[src/rtl/alu_pkg.sv]
// Shared ALU definitions for the issue controller: ALU control codes,
// MIPS R-type funct values and the funct decode helper.
package alu_pkg;

    // ALU control codes driven on alu_con
    localparam logic [3:0] ALU_AND  = 4'b0000;
    localparam logic [3:0] ALU_OR   = 4'b0001;
    localparam logic [3:0] ALU_ADD  = 4'b0010;
    localparam logic [3:0] ALU_MULT = 4'b0011;
    localparam logic [3:0] ALU_NOR  = 4'b0100;
    localparam logic [3:0] ALU_SUB  = 4'b0110;
    localparam logic [3:0] ALU_SLT  = 4'b0111;
    localparam logic [3:0] ALU_SLL  = 4'b1000;
    localparam logic [3:0] ALU_SUBU = 4'b1001;
    localparam logic [3:0] ALU_XOR  = 4'b1010;

    // MIPS R-type funct field values
    localparam logic [5:0] FN_SLL  = 6'h00;
    localparam logic [5:0] FN_MULT = 6'h18;
    localparam logic [5:0] FN_ADD  = 6'h20;
    localparam logic [5:0] FN_ADDU = 6'h21;
    localparam logic [5:0] FN_SUB  = 6'h22;
    localparam logic [5:0] FN_SUBU = 6'h23;
    localparam logic [5:0] FN_AND  = 6'h24;
    localparam logic [5:0] FN_OR   = 6'h25;
    localparam logic [5:0] FN_XOR  = 6'h26;
    localparam logic [5:0] FN_NOR  = 6'h27;
    localparam logic [5:0] FN_SLT  = 6'h2A;

    typedef struct packed {
        logic [3:0] code;    // ALU control code
        logic       legal;   // funct is supported
        logic       ovf_op;  // signed add/sub: overflow is reported
    } alu_dec_t;

    // Map funct to {code, legal, ovf_op}; unsupported funct decodes to AND, illegal.
    function automatic alu_dec_t alu_decode(input logic [5:0] funct);
        alu_dec_t d;
        d = '{code: ALU_AND, legal: 1'b1, ovf_op: 1'b0};
        case (funct)
            FN_AND:  d.code = ALU_AND;
            FN_OR:   d.code = ALU_OR;
            FN_ADD:  begin d.code = ALU_ADD; d.ovf_op = 1'b1; end
            FN_ADDU: d.code = ALU_ADD;
            FN_MULT: d.code = ALU_MULT;
            FN_NOR:  d.code = ALU_NOR;
            FN_SUB:  begin d.code = ALU_SUB; d.ovf_op = 1'b1; end
            FN_SLT:  d.code = ALU_SLT;
            FN_SLL:  d.code = ALU_SLL;
            FN_SUBU: d.code = ALU_SUBU;
            FN_XOR:  d.code = ALU_XOR;
            default: d.legal = 1'b0;
        endcase
        return d;
    endfunction

endpackage

[src/rtl/alu_issue_ctrl_if.sv]
// Request, ALU and response signals of the ALU issue controller.
// master: the issue controller; slave: decode/ALU/writeback environment.
interface alu_issue_ctrl_if #(parameter int TAG_W = 5) ();

    logic             req_valid;
    logic             req_ready;
    logic [5:0]       req_funct;
    logic [31:0]      req_a;
    logic [31:0]      req_b;
    logic [TAG_W-1:0] req_tag;

    logic [3:0]       alu_con;
    logic [31:0]      alu_a;
    logic [31:0]      alu_b;
    logic [31:0]      alu_result;
    logic             alu_overflow;

    logic             rsp_valid;
    logic             rsp_ready;
    logic [31:0]      rsp_result;
    logic [TAG_W-1:0] rsp_tag;
    logic             rsp_ovf;
    logic             rsp_illegal;
    logic             rsp_trap;

    modport master (
        input  req_valid, req_funct, req_a, req_b, req_tag,
        output req_ready,
        output alu_con, alu_a, alu_b,
        input  alu_result, alu_overflow,
        output rsp_valid, rsp_result, rsp_tag, rsp_ovf, rsp_illegal, rsp_trap,
        input  rsp_ready
    );

    modport slave (
        output req_valid, req_funct, req_a, req_b, req_tag,
        input  req_ready,
        input  alu_con, alu_a, alu_b,
        output alu_result, alu_overflow,
        input  rsp_valid, rsp_result, rsp_tag, rsp_ovf, rsp_illegal, rsp_trap,
        output rsp_ready
    );

endinterface

[src/rtl/alu_req_fifo.sv]
// Synchronous request FIFO for the ALU issue controller.
// DEPTH must be a power of two (pointers wrap naturally); caller gates push/pop.
module alu_req_fifo #(
    parameter int DEPTH = 4,
    parameter int WIDTH = 8,
    parameter int CNT_W = $clog2(DEPTH + 1)
) (
    input  logic             clk,
    input  logic             rst_n,
    input  logic             push,
    input  logic             pop,
    input  logic [WIDTH-1:0] wr_data,
    output logic [WIDTH-1:0] rd_data,
    output logic             full,
    output logic [CNT_W-1:0] count
);

    localparam int PTR_W = $clog2(DEPTH);

    logic [WIDTH-1:0] mem [DEPTH];
    logic [PTR_W-1:0] wr_ptr_q, wr_ptr_d;
    logic [PTR_W-1:0] rd_ptr_q, rd_ptr_d;
    logic [CNT_W-1:0] count_q, count_d;

    // Next-state pointers and occupancy; push+pop together leaves count unchanged
    always_comb begin
        // NOTE: every always_comb output gets a default first so no latch is inferred.
        wr_ptr_d = wr_ptr_q;
        rd_ptr_d = rd_ptr_q;
        count_d  = count_q;
        if (push) wr_ptr_d = wr_ptr_q + PTR_W'(1);
        if (pop)  rd_ptr_d = rd_ptr_q + PTR_W'(1);
        case ({push, pop})
            2'b10:   count_d = count_q + CNT_W'(1);
            2'b01:   count_d = count_q - CNT_W'(1);
            default: count_d = count_q;
        endcase
    end

    // Pointer and count registers
    always_ff @(posedge clk or negedge rst_n) begin
        // NOTE: state flops use non-blocking assignments so all update together at the edge.
        if (!rst_n) begin
            wr_ptr_q <= '0;
            rd_ptr_q <= '0;
            count_q  <= '0;
        end else begin
            wr_ptr_q <= wr_ptr_d;
            rd_ptr_q <= rd_ptr_d;
            count_q  <= count_d;
        end
    end

    // Entry storage
    always_ff @(posedge clk) begin
        // NOTE: storage is not reset; the pointers and count alone say which entries are live.
        if (push) mem[wr_ptr_q] <= wr_data;
    end

    assign rd_data = mem[rd_ptr_q];
    assign full    = (count_q == CNT_W'(DEPTH));
    assign count   = count_q;

endmodule

[src/rtl/alu_issue_ctrl.sv]
// ALU issue controller: queues R-type requests, decodes funct to the ALU
// control code, drives the ALU from the queue head and registers the response.
// Optional feature: define ALU_OVF_TRAP_EN to trap on signed overflow
// (rsp_trap=1, rsp_result forced to 0); otherwise rsp_trap stays 0.
module alu_issue_ctrl
    import alu_pkg::*;
#(
    parameter int DEPTH = 4,
    parameter int TAG_W = 5
) (
    input  logic              clk,
    input  logic              rst_n,
    alu_issue_ctrl_if.master  bus
);

    localparam int CNT_W = $clog2(DEPTH + 1);

    typedef struct packed {
        logic [5:0]       funct;
        logic [31:0]      a;
        logic [31:0]      b;
        logic [TAG_W-1:0] tag;
    } req_t;

    typedef struct packed {
        logic             valid;
        logic [31:0]      result;
        logic [TAG_W-1:0] tag;
        logic             ovf;
        logic             illegal;
        logic             trap;
    } rsp_t;

    req_t             wr_ent, head;
    logic             full, empty, push, pop;
    logic [CNT_W-1:0] count;
    alu_dec_t         dec;
    rsp_t             rsp_q, rsp_d;

    assign wr_ent = '{funct: bus.req_funct, a: bus.req_a, b: bus.req_b, tag: bus.req_tag};
    assign push   = bus.req_valid && !full;
    assign empty  = (count == '0);

    alu_req_fifo #(
        .DEPTH (DEPTH),
        .WIDTH ($bits(req_t)),
        .CNT_W (CNT_W)
    ) u_fifo (
        .clk     (clk),
        .rst_n   (rst_n),
        .push    (push),
        .pop     (pop),
        .wr_data (wr_ent),
        .rd_data (head),
        .full    (full),
        .count   (count)
    );

    // Decode the head entry, drive the ALU and compute the next response
    always_comb begin
        dec         = alu_decode(head.funct);
        bus.alu_con = empty ? ALU_AND : dec.code;
        bus.alu_a   = empty ? 32'd0 : head.a;
        bus.alu_b   = empty ? 32'd0 : head.b;
        pop         = !empty && (!rsp_q.valid || bus.rsp_ready);

        rsp_d = rsp_q;
        if (pop) begin
            rsp_d.valid = 1'b1;
            rsp_d.tag   = head.tag;
            if (!dec.legal) begin
                rsp_d.result  = 32'd0;
                rsp_d.ovf     = 1'b0;
                rsp_d.illegal = 1'b1;
                rsp_d.trap    = 1'b0;
            end else begin
                rsp_d.ovf     = bus.alu_overflow && dec.ovf_op;
                rsp_d.illegal = 1'b0;
`ifdef ALU_OVF_TRAP_EN
                rsp_d.trap    = rsp_d.ovf;
                rsp_d.result  = rsp_d.ovf ? 32'd0 : bus.alu_result;
`else
                rsp_d.trap    = 1'b0;
                rsp_d.result  = bus.alu_result;
`endif
            end
        end else if (bus.rsp_ready) begin
            rsp_d.valid = 1'b0;
        end
    end

    // Response register: held while valid and not taken
    always_ff @(posedge clk or negedge rst_n) begin
        if (!rst_n) rsp_q <= '0;
        else        rsp_q <= rsp_d;
    end

    assign bus.req_ready   = !full;
    assign bus.rsp_valid   = rsp_q.valid;
    assign bus.rsp_result  = rsp_q.result;
    assign bus.rsp_tag     = rsp_q.tag;
    assign bus.rsp_ovf     = rsp_q.ovf;
    assign bus.rsp_illegal = rsp_q.illegal;
    assign bus.rsp_trap    = rsp_q.trap;

endmodule

[src/flat_wrapper.sv]
// flat-port wrapper written by rule: the top's interface ports become plain ports
module alu_issue_ctrl_flat import alu_pkg::*;
#(
    parameter int DEPTH = 4,
    parameter int TAG_W = 5
)
  (clk, rst_n, bus_req_valid, bus_req_funct, bus_req_a, bus_req_b, bus_req_tag, bus_req_ready, bus_alu_con, bus_alu_a, bus_alu_b, bus_alu_result, bus_alu_overflow, bus_rsp_valid, bus_rsp_result, bus_rsp_tag, bus_rsp_ovf, bus_rsp_illegal, bus_rsp_trap, bus_rsp_ready);
  alu_issue_ctrl_if #(.TAG_W(TAG_W)) bus_i ();
  input  logic clk;
  input  logic rst_n;
  input wire logic [$bits(bus_i.req_valid)-1:0] bus_req_valid;
  input wire logic [$bits(bus_i.req_funct)-1:0] bus_req_funct;
  input wire logic [$bits(bus_i.req_a)-1:0] bus_req_a;
  input wire logic [$bits(bus_i.req_b)-1:0] bus_req_b;
  input wire logic [$bits(bus_i.req_tag)-1:0] bus_req_tag;
  output wire logic [$bits(bus_i.req_ready)-1:0] bus_req_ready;
  output wire logic [$bits(bus_i.alu_con)-1:0] bus_alu_con;
  output wire logic [$bits(bus_i.alu_a)-1:0] bus_alu_a;
  output wire logic [$bits(bus_i.alu_b)-1:0] bus_alu_b;
  input wire logic [$bits(bus_i.alu_result)-1:0] bus_alu_result;
  input wire logic [$bits(bus_i.alu_overflow)-1:0] bus_alu_overflow;
  output wire logic [$bits(bus_i.rsp_valid)-1:0] bus_rsp_valid;
  output wire logic [$bits(bus_i.rsp_result)-1:0] bus_rsp_result;
  output wire logic [$bits(bus_i.rsp_tag)-1:0] bus_rsp_tag;
  output wire logic [$bits(bus_i.rsp_ovf)-1:0] bus_rsp_ovf;
  output wire logic [$bits(bus_i.rsp_illegal)-1:0] bus_rsp_illegal;
  output wire logic [$bits(bus_i.rsp_trap)-1:0] bus_rsp_trap;
  input wire logic [$bits(bus_i.rsp_ready)-1:0] bus_rsp_ready;
  assign bus_i.req_valid = bus_req_valid;
  assign bus_i.req_funct = bus_req_funct;
  assign bus_i.req_a = bus_req_a;
  assign bus_i.req_b = bus_req_b;
  assign bus_i.req_tag = bus_req_tag;
  assign bus_req_ready = bus_i.req_ready;
  assign bus_alu_con = bus_i.alu_con;
  assign bus_alu_a = bus_i.alu_a;
  assign bus_alu_b = bus_i.alu_b;
  assign bus_i.alu_result = bus_alu_result;
  assign bus_i.alu_overflow = bus_alu_overflow;
  assign bus_rsp_valid = bus_i.rsp_valid;
  assign bus_rsp_result = bus_i.rsp_result;
  assign bus_rsp_tag = bus_i.rsp_tag;
  assign bus_rsp_ovf = bus_i.rsp_ovf;
  assign bus_rsp_illegal = bus_i.rsp_illegal;
  assign bus_rsp_trap = bus_i.rsp_trap;
  assign bus_i.rsp_ready = bus_rsp_ready;
  alu_issue_ctrl #(.DEPTH(DEPTH), .TAG_W(TAG_W)) u_core (.clk(clk), .rst_n(rst_n), .bus(bus_i));
endmodule
[config.mk]
export PLATFORM = sky130hd
export DESIGN_NAME = alu_issue_ctrl_flat
export DESIGN_NICKNAME = d
export VERILOG_FILES = /design/src/rtl/alu_pkg.sv /design/src/rtl/alu_issue_ctrl_if.sv /design/src/rtl/alu_req_fifo.sv /design/src/rtl/alu_issue_ctrl.sv /design/src/flat_wrapper.sv
export SDC_FILE = /design/constraint.sdc
export NUM_CORES = 1
export LEC_CHECK = 0
export BUFFER_PORTS_ARGS = -buffer_cell sky130_fd_sc_hd__buf_2
export CAP_MARGIN = 20
export CORE_ASPECT_RATIO = 1.25
export CORE_MARGIN = 1.5
export CORE_UTILIZATION = 35
export CTS_BUF_LIST = sky130_fd_sc_hd__clkbuf_8
export DETAILED_ROUTE_END_ITERATION = 8
export HOLD_SLACK_MARGIN = 0.05
export PLACE_DENSITY_LB_ADDON = 0.12
export SYNTH_ARGS = -nofsm -noshare
export SYNTH_HDL_FRONTEND = slang
export SYNTH_HIERARCHICAL = 1
export SYNTH_SLANG_ARGS = --single-unit
[constraint.sdc]
create_clock -name clk -period 2.83 [get_ports clk]
set_input_delay 0.566 -clock clk [delete_from_list [all_inputs] [get_ports clk]]
set_output_delay 0.566 -clock clk [all_outputs]
set_load 0.01 [all_outputs]
==> results.yml <==
status:
  status: "finished with violations"
  violations: "setup timing"
die:
  dieArea_mm2: 0.0398
  die_h_um: 223
  core_mm2: 0.0381
  floorplan.initialDensity_pct: 35.4
  rows: 80
  die_w_um: 179
  boundaryPins: 222
setup_path:
  arrival_ps: 2730
  reg2reg_slack_ps: 310
  critPathMaxFanout: 5
  cpPeakStageDelay_ps: 510
  critical_path.top_delay_family: "compound AO/OA/AOI/OAI gates"
  crit_slowest_cell: "dfrtp_4"
  critical_path_required_ps: 2260
  critPathLaunchType: "register"
  worst-path-buf-inv: 3
  critPathKind: "reg2out"
  reg2reg_from: "u_core/u_fifo/rd_ptr_q[0]"
  end_kind: "output pin"
  r2r-end: "u_core/bus.rsp_result[21]"
  rr_worst_depth: 8
  crit_chain: "buf_4 -> buf_12 -> mux4_2 -> a2111oi_4 -> o31ai_4 -> nor4_2 -> buf_2"
detailed_routing:
  wirelength_um: 29500
  vias: 7268
  wire_per_inst_um: 19.3
  drcViolationCount: 0
  drt_iter0_drc: 241
  dr.pass1.iters: 4
  ant_nets: 0
  viasPerCell: 4.75
logic_synthesis:
  avgSynthCellArea_um2: 19.0
  synth_common_cells: "edfxtp_1, nand2_1, mux4_2, and2_1, dfrtp_1"
  yosysMostFrequentCell: "edfxtp_1"
  synth_top_area_share_pct: 66.7
  ys_seq_area_share_pct: 75.4
  yosysWarnings: 6
  synth.largest_area_cell: "edfxtp_1"
  synthDistinctLibCells: 41
  ys_ff_latch: 347
  synth_edf_count: 300
  ys.flop_type: "edfxtp_1"
  synth_cells: 709
  syn_nets: 827
  synth.area.top_cells: "edfxtp_1, mux4_2, dfrtp_1"
  syn_area_mm2: 0.0135
  async_flop_share_pct: 13.5
timing:
  max_freq_ghz: 0.303
  post-route-min-period_ps: 3300
  rsz0062_at_grt: "yes"
  worst_clock_skew_ps: 28.0
  setup_viol: 52
  finalMaxSlewViolations: 0
  period_share_pct: 117
  hold_viol: 0
  fin_ws_ps: -469
global_routing:
  grt_max_degree: 41
  first_global_vias: 7693
  grt_pass1_wl_um: 44500
  antenna_found_initial: 5
  grt_overflow_total: 0
  groute.usage.overall_pct: 14.9
place:
  io_buffers: 220
  gp_congestion: 0.753
  placed_cells: 1418
  hpwl_um: 17500
min_path:
  hp-start: "bus_req_b[11]"
  min_to: "u_core/u_fifo/mem[3][16]"
  hold_class: "in2reg"
  min_path_cells: 1
pwr:
  p_total_mw: 18.0
  cellLeakagePower_nw: 6.37
  max-vdd-ir-drop_mv: 0.445
  powerDensity_mw_per_mm2: 1070
clocking:
  cts-buffers-inserted: 55
  insertion_delay_ps: 600
  clock-sinks: 347
  tritoncts: "built"
  clockBufferDepth: 3
  cts_htree_levels: 2
  cts_root_buffer: "clkbuf_8"
  path_clk_slew_ps: 60
run:
  drv_cap: 0
cells_and_area:
  layout-drive-gt1-share_pct: 44.0
  fin_util_pct: 44.2
  n_antenna_cell: 0
  finalNetCount: 1116
  finalNonFillerCells: 1531
  syn_to_final_growth_pct: 25.0
[where the power goes]
| group | switching [mW] | internal, mW | total (mW) |
|---|---|---|---|
| combinational | 3.59 | 3.73 | 7.33 |
| sequential | 0.297 | 6.71 | 7.01 |
| clock | 1.87 | 1.82 | 3.69 |
[per-layer routing]
layer | global-route usage, % | routed length, um | vias to the layer above
li1 | - | - | 3317
met1 | 17.5 | 11800 | 3684
met2 | 26.2 | 15000 | 204
met3 | 4.30 | 2000 | 55
met4 | 4.44 | 577 | 8
met5 | 0 | 53 | -
[area by class of cell]
cell class,count,area [um^2]
fill,3432,21300
sequential,347,10200
multi-input combinational,318,3180
timing repair buffer,271,1920
clock buffer,56,771
tap,492,616
clock inverter,42,168
inverter,5,18.8
[cell families (layout without fill, tap and decap cells)]
group / count (synthesis) / count (layout) / share of synthesized area [%]
DFF: 347 / 347 / 75.4
AOI/OAI and AO/OA: 44 / 44 / 1.94
other: 1 / 1 / 0.0278
and+or+nand+nor: 183 / 183 / 6.71
muxes: 77 / 77 / 12.7
xor gates and xnor gates: 7 / 7 / 0.454
adders and majority gates: 6 / 6 / 0.612
buffers and inverters: 44 / 374 / 2.13
[repair_timing]
item	in CTS	in global routing
cloned	3	2
gates resized for setup	39	47
hold buffers	1	0
setup buffers	9	0
endpoints found under the hold margin	13	0
pin swaps	8	3
endpoints found under the setup margin	68	68
[metrics by stage]
stage | area, um^2 | setup TNS, ps | hold slack [ps] | setup slack (ps)
2_1_floorplan | 13500 | 0 | 270 | 0.786
3_3_place_gp | 15400 | 0 | 454 | 9.51
3_5_place_dp | 15400 | -3.87 | 461 | -3.87
4_1_cts | 16600 | -21850 | 140 | -552
5_1_grt | 16900 | -13640 | 147 | -633
6_report | 16900 | -4700 | 188 | -469
[how the worst max path moves through the flow]
stage / from / endpoint / slack [ps] / cells past startpoint
after global placement: u_core/u_fifo/rd_ptr_q[0] / bus_alu_con[1] / 10 / 7
final: u_core/u_fifo/rd_ptr_q[0] / bus_alu_con[3] / -470 / 7
after CTS: u_core/u_fifo/rd_ptr_q[0] / bus_alu_con[3] / -550 / 7
after floorplan: u_core/u_fifo/rd_ptr_q[0] / bus_alu_con[3] / 0.8 / 8
after global routing: u_core/u_fifo/rd_ptr_q[0] / bus_alu_con[3] / -630 / 8
after detailed placement: u_core/u_fifo/rd_ptr_q[0] / bus_alu_con[3] / -4 / 6
[sequential cells by signal, summed over array words and instances (netlist names)]
register / count
u_core/u_fifo/mem: 300
u_core/bus.rsp_illegal: 1
u_core/bus.rsp_result: 32
u_core/bus.rsp_ovf: 1
u_core/u_fifo/rd_ptr_q: 2
u_core/u_fifo/wr_ptr_q: 2
u_core/bus.rsp_tag: 5
u_core/bus.rsp_valid: 1
u_core/u_fifo/count: 3
[placed cells by master (no fill, tap or decap), drive strengths merged, types with 3 or more instances in the layout]
master,netlist,final
o21ai,34,34
nor2b,3,3
dfrtp,47,47
edfxtp,300,300
or3,3,3
xnor2,3,3
buf,24,268
clkinv,0,12
a21oi,4,4
inv,5,34
and2,68,68
clkbuf,15,58
xor2,4,4
nor2,10,10
mux4,75,75
nand2,87,87
ha,5,5
Note: power is estimated with default switching activity, not from simulation.
